$ cat config.mk
export PLATFORM = sky130hd
export DESIGN_NAME = mantissa_align
export DESIGN_NICKNAME = d
export VERILOG_FILES = /design/src/rtl/fpu_pkg.sv /design/src/rtl/grs_shifter.sv /design/src/rtl/mantissa_align.sv
export SDC_FILE = /design/constraint.sdc
export NUM_CORES = 1
export LEC_CHECK = 0
export CORE_AREA = 2 2 143 145
export DETAILED_ROUTE_END_ITERATION = 10
export DIE_AREA = 0 0 145 147
export PLACE_DENSITY = 0.68
export SLEW_MARGIN = 20
export SYNTH_ARGS = -nofsm -noshare
export SYNTH_HDL_FRONTEND = slang
export SYNTH_HIERARCHICAL = 1
export SYNTH_SLANG_ARGS = --single-unit
$ cat constraint.sdc
create_clock -name clk -period 4.5 [get_ports clk]
set_input_delay 0.675 -clock clk [delete_from_list [all_inputs] [get_ports clk]]
set_output_delay 0.675 -clock clk [all_outputs]
set_load 0.05 [all_outputs]
$ cat src/rtl/fpu_pkg.sv
// Shared FPU definitions: exponent-compare codes and default field widths.
package fpu_pkg;

    localparam int unsigned EXP_WIDTH_DEF = 8;
    localparam int unsigned MAN_WIDTH_DEF = 23;

    // Exponent comparator result; 2'b01 is unused and handled like A_LESS.
    typedef enum logic [1:0] {
        A_LESS    = 2'b00,
        A_RSVD    = 2'b01,
        A_GREATER = 2'b10,
        A_EQUAL   = 2'b11
    } exp_disc_e;

endpackage

$ cat src/rtl/grs_shifter.sv
// Right shift of an extended significand with sticky collection into bit 0.
module grs_shifter #(
    parameter int unsigned AW = 27
) (
    input  logic [AW-1:0] i_din,
    input  logic [4:0]    i_shift,
    output logic [AW-1:0] o_dout
);

    logic [AW-1:0] w_one;
    logic [AW-1:0] w_shifted;
    logic [AW-1:0] w_lost_mask;
    logic          w_sticky;

    assign w_one = {{(AW-1){1'b0}}, 1'b1};

    // Shift, then OR every bit that fell off the bottom into the LSB.
    always_comb begin
        w_shifted   = '0;
        w_lost_mask = '0;
        if (32'(i_shift) >= AW) begin
            w_shifted   = '0;
            w_lost_mask = '1;
        end else begin
            w_shifted   = i_din >> i_shift;
            w_lost_mask = (w_one << i_shift) - w_one;
        end
        w_sticky = |(i_din & w_lost_mask);
        o_dout   = {w_shifted[AW-1:1], w_shifted[0] | w_sticky};
    end

endmodule

$ cat src/rtl/mantissa_align.sv
// Two-stage valid/ready pipeline: S1 picks the larger operand, S2 aligns the
// smaller significand with guard/round/sticky bits.
module mantissa_align
    import fpu_pkg::*;
#(
    parameter int unsigned EXP_WIDTH = EXP_WIDTH_DEF,
    parameter int unsigned MAN_WIDTH = MAN_WIDTH_DEF
) (
    input  logic                 clk,
    input  logic                 arst_n,
    input  logic                 in_valid,
    output logic                 in_ready,
    input  logic [1:0]           exp_disc,
    input  logic [4:0]           shift_spaces,
    input  logic [EXP_WIDTH-1:0] exp_value,
    input  logic                 sign_a,
    input  logic                 sign_b,
    input  logic [MAN_WIDTH:0]   man_a,
    input  logic [MAN_WIDTH:0]   man_b,
    output logic                 out_valid,
    input  logic                 out_ready,
    output logic [MAN_WIDTH+3:0] man_big,
    output logic [MAN_WIDTH+3:0] man_small,
    output logic [EXP_WIDTH-1:0] exp_out,
    output logic                 sign_big,
    output logic                 sign_small,
    output logic                 swapped
);

    localparam int unsigned SW = MAN_WIDTH + 1;
    localparam int unsigned AW = SW + 3;

    // Stage 1 registers
    logic                 r_s1_valid;
    logic [SW-1:0]        r_s1_big;
    logic [SW-1:0]        r_s1_small;
    logic                 r_s1_sign_big;
    logic                 r_s1_sign_small;
    logic                 r_s1_swapped;
    logic [EXP_WIDTH-1:0] r_s1_exp;
    logic [4:0]           r_s1_shift;

    // Stage 2 (output) registers
    logic                 r_s2_valid;
    logic [AW-1:0]        r_man_big;
    logic [AW-1:0]        r_man_small;
    logic [EXP_WIDTH-1:0] r_exp_out;
    logic                 r_sign_big;
    logic                 r_sign_small;
    logic                 r_swapped;

    logic                 w_s2_ready;
    logic                 w_pick_b;
    logic [AW-1:0]        w_small_ext;
    logic [AW-1:0]        w_small_aligned;

    assign w_s2_ready = !r_s2_valid || out_ready;
    assign in_ready   = !r_s1_valid || w_s2_ready;

    // Operand select: B becomes the big operand on A_LESS (and the unused
    // code), or on A_EQUAL when B's significand is strictly larger.
    always_comb begin
        w_pick_b = 1'b0;
        case (exp_disc_e'(exp_disc))
            A_GREATER: w_pick_b = 1'b0;
            A_EQUAL:   w_pick_b = (man_b > man_a);
            default:   w_pick_b = 1'b1;
        endcase
    end

    // Stage 1: capture ordered operands when the upstream transfer happens.
    always_ff @(posedge clk or negedge arst_n) begin
        if (!arst_n) begin
            r_s1_valid      <= 1'b0;
            r_s1_big        <= '0;
            r_s1_small      <= '0;
            r_s1_sign_big   <= 1'b0;
            r_s1_sign_small <= 1'b0;
            r_s1_swapped    <= 1'b0;
            r_s1_exp        <= '0;
            r_s1_shift      <= '0;
        end else if (in_ready) begin
            r_s1_valid <= in_valid;
            if (in_valid) begin
                r_s1_big        <= w_pick_b ? man_b : man_a;
                r_s1_small      <= w_pick_b ? man_a : man_b;
                r_s1_sign_big   <= w_pick_b ? sign_b : sign_a;
                r_s1_sign_small <= w_pick_b ? sign_a : sign_b;
                r_s1_swapped    <= w_pick_b;
                r_s1_exp        <= exp_value;
                r_s1_shift      <= shift_spaces;
            end
        end
    end

    assign w_small_ext = {r_s1_small, 3'b000};

    grs_shifter #(
        .AW (AW)
    ) u_grs_shifter (
        .i_din   (w_small_ext),
        .i_shift (r_s1_shift),
        .o_dout  (w_small_aligned)
    );

    // Stage 2: register the aligned pair; holds while downstream stalls.
    always_ff @(posedge clk or negedge arst_n) begin
        if (!arst_n) begin
            r_s2_valid   <= 1'b0;
            r_man_big    <= '0;
            r_man_small  <= '0;
            r_exp_out    <= '0;
            r_sign_big   <= 1'b0;
            r_sign_small <= 1'b0;
            r_swapped    <= 1'b0;
        end else if (w_s2_ready) begin
            r_s2_valid <= r_s1_valid;
            if (r_s1_valid) begin
                r_man_big    <= {r_s1_big, 3'b000};
                r_man_small  <= w_small_aligned;
                r_exp_out    <= r_s1_exp;
                r_sign_big   <= r_s1_sign_big;
                r_sign_small <= r_s1_sign_small;
                r_swapped    <= r_s1_swapped;
            end
        end
    end

    assign out_valid  = r_s2_valid;
    assign man_big    = r_man_big;
    assign man_small  = r_man_small;
    assign exp_out    = r_exp_out;
    assign sign_big   = r_sign_big;
    assign sign_small = r_sign_small;
    assign swapped    = r_swapped;

endmodule

==> results of run 1 <==
==> layout make-up <==
type | instances | area (sq um) | area share
well taps | 270 | 337.8 | 0.03139
clock buffers | 24 | 511.7 | 0.04755
repair buffers | 153 | 1500 | 0.1394
clock inverters | 7 | 52.55 | 0.004883
flip-flops and latches | 128 | 3204 | 0.2978
multi-input cells | 748 | 5027 | 0.4672
inverters | 34 | 127.6 | 0.01186
==> stage by stage <==
stage	power [mW]	cell area, sq um	setup WS (ns)
after global routing	5.545	10760	0.7812
after CTS	5.305	10760	0.9375
after global placement	3.939	10200	0.9454
after detailed placement	3.966	10200	0.9131
after floorplan	3.240	8818	1.295
final	5.280	10760	0.9193
==> placed cells by master (no fill, tap or decap), types with 31 or more instances in the layout <==
master	n
o311a_1	50
mux2_2	68
nor3_1	61
nor2_1	179
a21oi_1	31
dfrtp_1	127
o21ai_0	60
clkdlybuf4s50_1	130
inv_1	31
nand2_1	84
==> where the power goes <==
group / internal, mW / switching, mW
Combinational: 0.914 / 1.38
Sequential: 1.43 / 0.235
Clock: 0.789 / 0.534
Total: 3.13 / 2.15
==> sequential cells by signal (all words and copies together) (netlist names) <==
name	count
man_small	27
man_big	24
r_s1_big	24
r_s1_small	24
exp_out	8
r_s1_exp	8
r_s1_shift	5
out_valid	1
r_s1_sign_big	1
r_s1_sign_small	1
r_s1_swapped	1
r_s1_valid	1
sign_big	1
sign_small	1
swapped	1
==> critical path: cells and delay by family (launching register included) <==
| kind | cells | cell delay [ns] |
|---|---|---|
| multiplexers | 2 | 0.51 |
| adder cells (fa/ha/maj) | 1 | 0.19 |
| AND/OR/NAND/NOR | 5 | 1.65 |
| AO/OA/AOI/OAI | 3 | 0.44 |
| buffers and inverters | 1 | 0.22 |
| flip-flops | 1 | 0.46 |
==> path summary, 6_finish.rpt <==
path,start,to,depth (start not counted)
setup reg to reg,r_s1_shift[3]$_DFFE_PN0P_,man_small[0]$_DFFE_PN0P_,12
min in group clk,r_s1_exp[3]$_DFFE_PN0P_,r_s1_exp[3]$_DFFE_PN0P_,2
setup / recovery,r_s1_shift[3]$_DFFE_PN0P_,man_small[0]$_DFFE_PN0P_,12
hold / removal,arst_n,man_small[13]$_DFFE_PN0P_,1
max in group asynchronous,arst_n,r_s1_small[17]$_DFFE_PN0P_,2
hold reg to reg,r_s1_exp[3]$_DFFE_PN0P_,r_s1_exp[3]$_DFFE_PN0P_,2
==> kinds of logic (layout without fill, tap and decap cells) <==
| logic type | count (synthesis) | count (layout) | synth area share |
|---|---|---|---|
| other | 1 | 12 | 0.0004272 |
| multiplexers | 112 | 112 | 0.1649 |
| flip-flops | 128 | 128 | 0.3649 |
| adder cells (fa/ha/maj) | 26 | 26 | 0.03692 |
| buffers and inverters | 121 | 218 | 0.06871 |
| AO/OA/AOI/OAI | 224 | 224 | 0.1808 |
| AND/OR/NAND/NOR | 374 | 374 | 0.1833 |
==> routing by layer <==
layer / track usage / vias up
met2: 0.3707 / 320
met3: 0.04130 / 39
met1: 0.3259 / 3805
met5: 0 / -
met4: 0.07921 / 0
li1: - / 3741
==> summary.md, run 1 <==
| Metric | Value |
|---|---|
| HPWL after detailed placement | 16.47 mm |
| Top post-synthesis cells by area | dfrtp_1, mux2_2, nor2_1, o311a_1, mux4_2 |
| First-pass GRT wire length | 40.35 mm |
| Fraction of registers with async set/reset | 1.000 |
| Cell Rows | 52 |
| Worst skew pair latency | 0.43 ns |
| WL per Instance | 18.11 um |
| Fmax | 0.2793 GHz |
| Cell count after synthesis | 986 |
| Slack of the worst reg-to-reg path | 0.92 ns |
| Die W | 145 um |
| P_leak | 4.423 nW |
| Placer Congestion | 0.9080 |
| Count leader, synth | nor2_1 |
| Max-cap viol count | 0 |
| Clock slew at reported path FFs | 0.06 ns |
| GRT Residual Overflow | 0 |
| Syn. warnings | 6 |
| Placed cells | 1333 |
| Overall die area | 21320 sq um |
| Slew at the pin closest to its max-slew limit | 0.9204 ns |
| Synth top area share | 0.3649 |
| Post-synth EDFFs | 0 |
| Initial antenna violation count | 0 |
| CP max FO | 32 |
| Tot GR Track Use | 0.2339 |
| Inserted Diodes | 0 |
| Fin nets | 1176 |
| Mean area per synthesized cell | 8.902 sq um |
| Final Hold Fails | 0 |
| Met3 routed WL | 1.696 mm |
| Routed Antenna Nets | 0 |
| Slew margin rel. | 0.3864 |
| Period utilization | 0.7957 |
| Setup-failing EPs final | 0 |
| Setup Buffers After CTS | 0 |
| Post-synthesis sequential area ratio | 0.3649 |
| Post-Route Utilization | 0.5423 |
| WL met2 | 11.63 mm |
| Sink Count | 128 |
| RSZ-0062 raised after global routing | no |
| Critical path's slowest cell | or4_1 |
| Filler cells | 1816 |
| PwrDens | 490.6 nW/um^2 |
| TritonCTS clock tree | built |
| Element type at the critical path end | flip-flop |
| DR pass1 iterations | 5 |
| Crit path DAT | 3.89 ns |
| Overall die height | 147 um |
| Post-route insts no fill | 1364 |
| Routed vias/inst | 5.795 |
| Highest routed layer | met4 |
| Layout area overhead | 22.61% |
| Number of global-route vias before repair | 7454 |
| IO Port Bufs | 132 |
| Area of the core | 19840 sq um |
| Fin Clk Skew | 0.008705 ns |
| H-tree levels | 4 |
| Synth Register Bits | 128 |
| Max VDD drop | 0.3027 mV |
| Share of post-route cells with drive strength above 1 | 0.1435 |
| Setup TNS | 0 ns |
| Clk buf depth | 2 |
| Cell area after synthesis | 8777 sq um |
| Minimum clock period | 3.581 ns |
| Max-slew violations | 0 |
| Ys flop type | dfrtp_1 |
| Worst-path cell chain | or2_2 > nor2_1 > nand2_1 > ha_1 > buf_4 > nor2_1 > mux2i_1 > o22ai_1 > a32oi_1 > o2111ai_1 > or4_1 > mux2_2 |
| Starting DRC count in detailed routing | 730 |
| Post-CTS Resized | 0 |
| Setup CP Type | reg -> reg |
| Post-synth top cells | nor2_1, dfrtp_1, nand2_1 |
| Worst hold margin | 0.3629 ns |
| CTS Buf Count | 17 |
| # hold bufs at CTS | 0 |
| Outcome | complete, no violations |
| DRT Wirelength | 24.70 mm |
| CP startpoint kind | flip-flop |
| Largest net degree at the start of global routing | 102 |
| Worst hold-check path type | in -> async |
| Crit-path most repeated cell | nor2_1 |
| Largest area contributor in the netlist | dfrtp_1 |
| Ports | 136 |
| Starting Density | 0.4423 |
| Req. time, crit path | 4.81 ns |
| Unique masters post-synth | 66 |
| Routed vias | 7905 |
| Crit path largest cell delay | 0.54 ns |
| Post-Route M1 WL | 10.83 mm |
| Root Buffer | clkbuf_16 |
| DR DRC count | 0 |
Power figures use the tool's default switching activity.
==> run 2, diff against run 1 <==
Clock period 4.5 ns to 3.74 ns, I/O delays scaled along.
==> run 2 against run 1 <==
  * Maximum frequency is 12% higher
  * Clock skew grew 0.0017 ns
  * Cell count rose by 0.59%
  * Core utilization grew 0.98 points
  * Design area is 1.8% higher
  * Total power rose by 28%
  * Critical path depth fell by 1
  * Combinational power grew 23%
  * Critical endpoint unchanged
  * Largest power group unchanged
==> summary.md, run 2 (same netlist as run 1, synthesis figures left out) <==
| Metric | Value |
|---|---|
| Outcome | complete, no violations |
| Clock slew at reported path FFs | 0.06 ns |
| RSZ-0062 raised after global routing | no |
| Period utilization | 0.8567 |
| Setup-failing EPs final | 0 |
| Routed Antenna Nets | 0 |
| Setup TNS | 0 ns |
| GRT Residual Overflow | 0 |
| Routed vias/inst | 5.862 |
| Element type at the critical path end | flip-flop |
| Post-Route Utilization | 0.5521 |
| Slew margin rel. | 0.5127 |
| Minimum clock period | 3.204 ns |
| Die W | 145 um |
| PwrDens | 614.6 nW/um^2 |
| Worst reg2reg path depth | 11 |
| Starting Density | 0.4423 |
| Ports | 136 |
| Slack of the worst reg-to-reg path | 0.54 ns |
| First-pass GRT wire length | 41.68 mm |
| Filler cells | 1806 |
| Share of post-route cells with drive strength above 1 | 0.1506 |
| Placer Congestion | 0.9057 |
| CP startpoint kind | flip-flop |
| Max VDD drop | 0.3476 mV |
| Tot GR Track Use | 0.2424 |
| Setup Buffers After CTS | 0 |
| Fmax | 0.3121 GHz |
| Max-cap viol count | 0 |
| Cell Rows | 52 |
| Post-CTS Resized | 0 |
| Most frequent cells in the layout | nor2_1, clkdlybuf4s50_1, dfrtp_1, nand2_1, mux2_2 |
| Root Buffer | clkbuf_16 |
| CTS Buf Count | 17 |
| Area of the core | 19840 sq um |
| HPWL after detailed placement | 17.14 mm |
| Overall die height | 147 um |
| TritonCTS clock tree | built |
| IO Port Bufs | 132 |
| Max-slew violations | 0 |
| DR DRC count | 0 |
| CP max FO | 32 |
| Most common cell after layout, fill and taps aside | nor2_1 |
| Routed vias | 8042 |
| Sink Count | 128 |
| WL per Instance | 18.76 um |
| Starting DRC count in detailed routing | 812 |
| Largest net degree at the start of global routing | 78 |
| Initial antenna violation count | 0 |
| H-tree levels | 4 |
| Number of global-route vias before repair | 7584 |
| Slew at the pin closest to its max-slew limit | 0.7309 ns |
| Req. time, crit path | 4.05 ns |
| Worst skew pair latency | 0.43 ns |
| Max FFs per register | 27 |
| Setup CP Type | reg -> reg |
| DRT Wirelength | 25.73 mm |
| Clk buf depth | 2 |
| Inserted Diodes | 0 |
| Layout area overhead | 24.82% |
| Crit path DAT | 3.51 ns |
| # hold bufs at CTS | 0 |
| Fin nets | 1183 |
| DR pass1 iterations | 5 |
| Fin Clk Skew | 0.01037 ns |
| Overall die area | 21320 sq um |
| Worst hold-check path type | in -> async |
| P_leak | 4.528 nW |
| Final Hold Fails | 0 |
-- run 2: per-stage QoR --
step / worst slack (ns) / std cells / hold slack [ns] / power, mW / instance area [sq um]
2_1_floorplan: 0.5347 / 997 / 0.2654 / 3.899 / 8818
3_3_place_gp: 0.4581 / 1340 / 0.4560 / 4.779 / 10270
3_5_place_dp: 0.4428 / 1340 / 0.4601 / 4.815 / 10270
4_1_cts: 0.5706 / 1372 / 0.1964 / 6.766 / 10960
5_1_grt: 0.3477 / 1372 / 0.2255 / 7.052 / 10960
6_report: 0.5360 / 1372 / 0.1724 / 6.733 / 10960
-- run 2: area by class of cell --
cell class / instances / area (sq um) / area share
timing repair buffer: 160 / 1578 / 0.1440
multi-input combinational: 748 / 5027 / 0.4589
tap: 270 / 337.8 / 0.03084
clock inverter: 11 / 200.2 / 0.01827
sequential: 128 / 3204 / 0.2925
inverter: 34 / 127.6 / 0.01165
clock buffer: 21 / 480.5 / 0.04386
-- run 2: where the power goes --
part	internal [mW]	switching, mW	total (mW)
Combinational	1.12	1.70	2.82
Clock	1.26	0.667	1.93
Sequential	1.72	0.268	1.98
Total	4.09	2.64	6.73
-- run 2: per-layer routing --
metal | up-vias | wire, um | global-route usage
met4 | 0 | 411 | 0.06238
met3 | 31 | 1541 | 0.04410
li1 | 3764 | - | -
met5 | - | 0 | 0
met2 | 326 | 12150 | 0.3840
met1 | 3921 | 11630 | 0.3454
-- run 2: path summary, 6_finish.rpt --
check,from,to
worst min-delay path,arst_n,man_small[18]$_DFFE_PN0P_
worst max register to register,r_s1_shift[1]$_DFFE_PN0P_,man_small[0]$_DFFE_PN0P_
worst min register to register,r_s1_exp[3]$_DFFE_PN0P_,r_s1_exp[3]$_DFFE_PN0P_
worst max-delay path,r_s1_shift[1]$_DFFE_PN0P_,man_small[0]$_DFFE_PN0P_
min in group clk,r_s1_exp[3]$_DFFE_PN0P_,r_s1_exp[3]$_DFFE_PN0P_
max in group asynchronous,arst_n,r_s1_big[0]$_DFFE_PN0P_
-- run 2: worst max-delay path, stage by stage, from the launching register on --
cell	delay, ns
dfrtp_2	0.49
nor2b_1	0.38
nand2_1	0.10
ha_1	0.23
buf_12	0.17
nor2_1	0.24
mux2i_1	0.24
o22ai_1	0.10
a32oi_1	0.20
o2111ai_1	0.13
or4_1	0.53
mux2_2	0.27
==> run 3, diff against run 2 <==
Clock period 3.74 ns to 3.2 ns, I/O delays scaled along.
==> run 3 against run 2 <==
  * Clock skew down 0.00097 ns
  * Non-clock buffer count rose by 25
  * Worst hold slack lost 0.16 ns
  * Clock power is 6% higher
  * Critical path type unchanged
  * Critical endpoint unchanged
==> summary.md, run 3 (same netlist as run 1, synthesis figures left out) <==
| Metric | Value |
|---|---|
| Slack of the worst reg-to-reg path | 0.16 ns |
| Element type at the critical path end | flip-flop |
| PwrDens | 692.1 nW/um^2 |
| Most frequent cells in the layout | nor2_1, clkdlybuf4s50_1, dfrtp_1, nand2_1, mux2_2 |
| DR pass1 iterations | 5 |
| HPWL after detailed placement | 17.21 mm |
| Slew at the pin closest to its max-slew limit | 0.6463 ns |
| Setup Buffers After CTS | 0 |
| Setup-failing EPs final | 0 |
| CP max FO | 25 |
| Initial antenna violation count | 0 |
| DRT Wirelength | 25.46 mm |
| RSZ-0062 raised after global routing | no |
| Req. time, crit path | 3.51 ns |
| Cell Area, Placed | 10520 sq um |
| IO Port Bufs | 132 |
| Routed vias/inst | 5.754 |
| Clock slew at reported path FFs | 0.06 ns |
| Root Buffer | clkbuf_16 |
| Max VDD drop | 0.3838 mV |
| CTS Buf Count | 17 |
| Share of post-route cells with drive strength above 1 | 0.1721 |
| Layout area overhead | 26.83% |
| Number of global-route vias before repair | 7522 |
| GRT Residual Overflow | 0 |
| Inserted Diodes | 0 |
| Starting Density | 0.4423 |
| First-pass GRT wire length | 41.32 mm |
| Placer Congestion | 0.9184 |
| Cell Rows | 52 |
| DR DRC count | 0 |
| R2R Path Start | r_s1_shift[3]$_DFFE_PN0P_ |
| CP startpoint kind | flip-flop |
| Crit path DAT | 3.35 ns |
| Ports | 136 |
| WL per Instance | 18.23 um |
| Starting DRC count in detailed routing | 784 |
| Fin nets | 1208 |
| Worst reg2reg path depth | 12 |
| CP Capture Point | man_small[0]$_DFFE_PN0P_ |
| Overall die area | 21320 sq um |
| Most common cell after layout, fill and taps aside | nor2_1 |
| P_leak | 4.625 nW |
| Outcome | complete, no violations |
| Fmax | 0.3285 GHz |
| Routed vias | 8039 |
| Largest net degree at the start of global routing | 64 |
| Area of the core | 19840 sq um |
| Max-cap viol count | 0 |
| Tot GR Track Use | 0.2403 |
| Die W | 145 um |
| Max FFs per register | 27 |
| Max-slew violations | 0 |
| Worst skew pair latency | 0.43 ns |
| Setup TNS | 0 ns |
| Slew margin rel. | 0.5691 |
| Final Hold Fails | 0 |
| H-tree levels | 4 |
| Worst hold-check path type | in -> async |
| CP Launch Point | r_s1_shift[3]$_DFFE_PN0P_ |
| Period utilization | 0.9512 |
| Reg-to-reg endpoint | man_small[0]$_DFFE_PN0P_ |
| Setup CP Type | reg -> reg |
| Clk buf depth | 2 |
| Routed Antenna Nets | 0 |
| TritonCTS clock tree | built |
| Overall die height | 147 um |
| Minimum clock period | 3.044 ns |
| Fin Clk Skew | 0.009397 ns |
| Final Cell Area | 11130 sq um |
| Sink Count | 128 |
-- run 3: layout make-up --
| class | instances | area, sq um |
|---|---|---|
| Fill cell | 1789 | 8712 |
| Multi-Input combinational cell | 748 | 5035 |
| Inverter | 34 | 127.6 |
| Sequential cell | 128 | 3204 |
| Tap cell | 270 | 337.8 |
| Timing Repair Buffer | 185 | 1815 |
| Clock inverter | 15 | 186.4 |
| Clock buffer | 17 | 425.4 |
-- run 3: timing repair --
item,4_1_cts,5_1_grt
endpoints found under the setup margin,0,1
hold buffers,0,0
gates resized for setup,0,2
-- run 3: how the worst min path moves through the flow --
stage                            start                   endpoint  cells past startpoint
2_1_floorplan                   arst_n     exp_out[0]$_DFFE_PN0P_                      0
3_3_place_gp   r_s1_exp[2]$_DFFE_PN0P_    r_s1_exp[2]$_DFFE_PN0P_                      2
3_5_place_dp   r_s1_exp[7]$_DFFE_PN0P_    r_s1_exp[7]$_DFFE_PN0P_                      2
4_1_cts                         arst_n  man_small[22]$_DFFE_PN0P_                      1
5_1_grt                         arst_n  man_small[22]$_DFFE_PN0P_                      1
6_report                        arst_n  man_small[22]$_DFFE_PN0P_                      1
-- run 3: layer usage --
layer | wire (um) | vias up | GRT usage
met3 | 1442 | 28 | 0.04410
met5 | 0 | - | 0
li1 | - | 3816 | -
met2 | 11940 | 288 | 0.3762
met4 | 410 | 0 | 0.06188
met1 | 11680 | 3907 | 0.3454
-- run 3: metrics by stage --
stage / power [mW] / util / hold WS, ns / instances / setup WS, ns
3_3_place_gp: 5.625 / 0.5299 / 0.4554 / 1365 / 0.02923
3_5_place_dp: 5.667 / 0.5299 / 0.4594 / 1365 / 0.001342
5_1_grt: 8.066 / 0.5610 / 0.04582 / 1397 / 0.01376
2_1_floorplan: 4.557 / - / 0.1844 / 997 / 0.003715
4_1_cts: 7.727 / 0.5607 / 0.03061 / 1397 / 0.1453
6_report: 7.704 / 0.5610 / 0.01287 / 1397 / 0.1562
-- run 3: worst max-delay path: stages, from the launching register on --
cell and delay [ns]:
dfrtp_1 0.39, or2_2 0.32, nor2_2 0.12, nand2_1 0.07
ha_2 0.21, buf_12 0.16, a21o_1 0.17, a22oi_1 0.19
o221ai_1 0.15, a32oi_1 0.20, o2111ai_1 0.12, or4_1 0.55
mux2_2 0.28
-- run 3: power breakdown --
part / switching, mW / internal (mW) / leakage [nW]
combinational: 2.01 / 1.35 / 2.86
clock: 0.804 / 1.24 / 0.292
sequential: 0.302 / 2.01 / 1.48
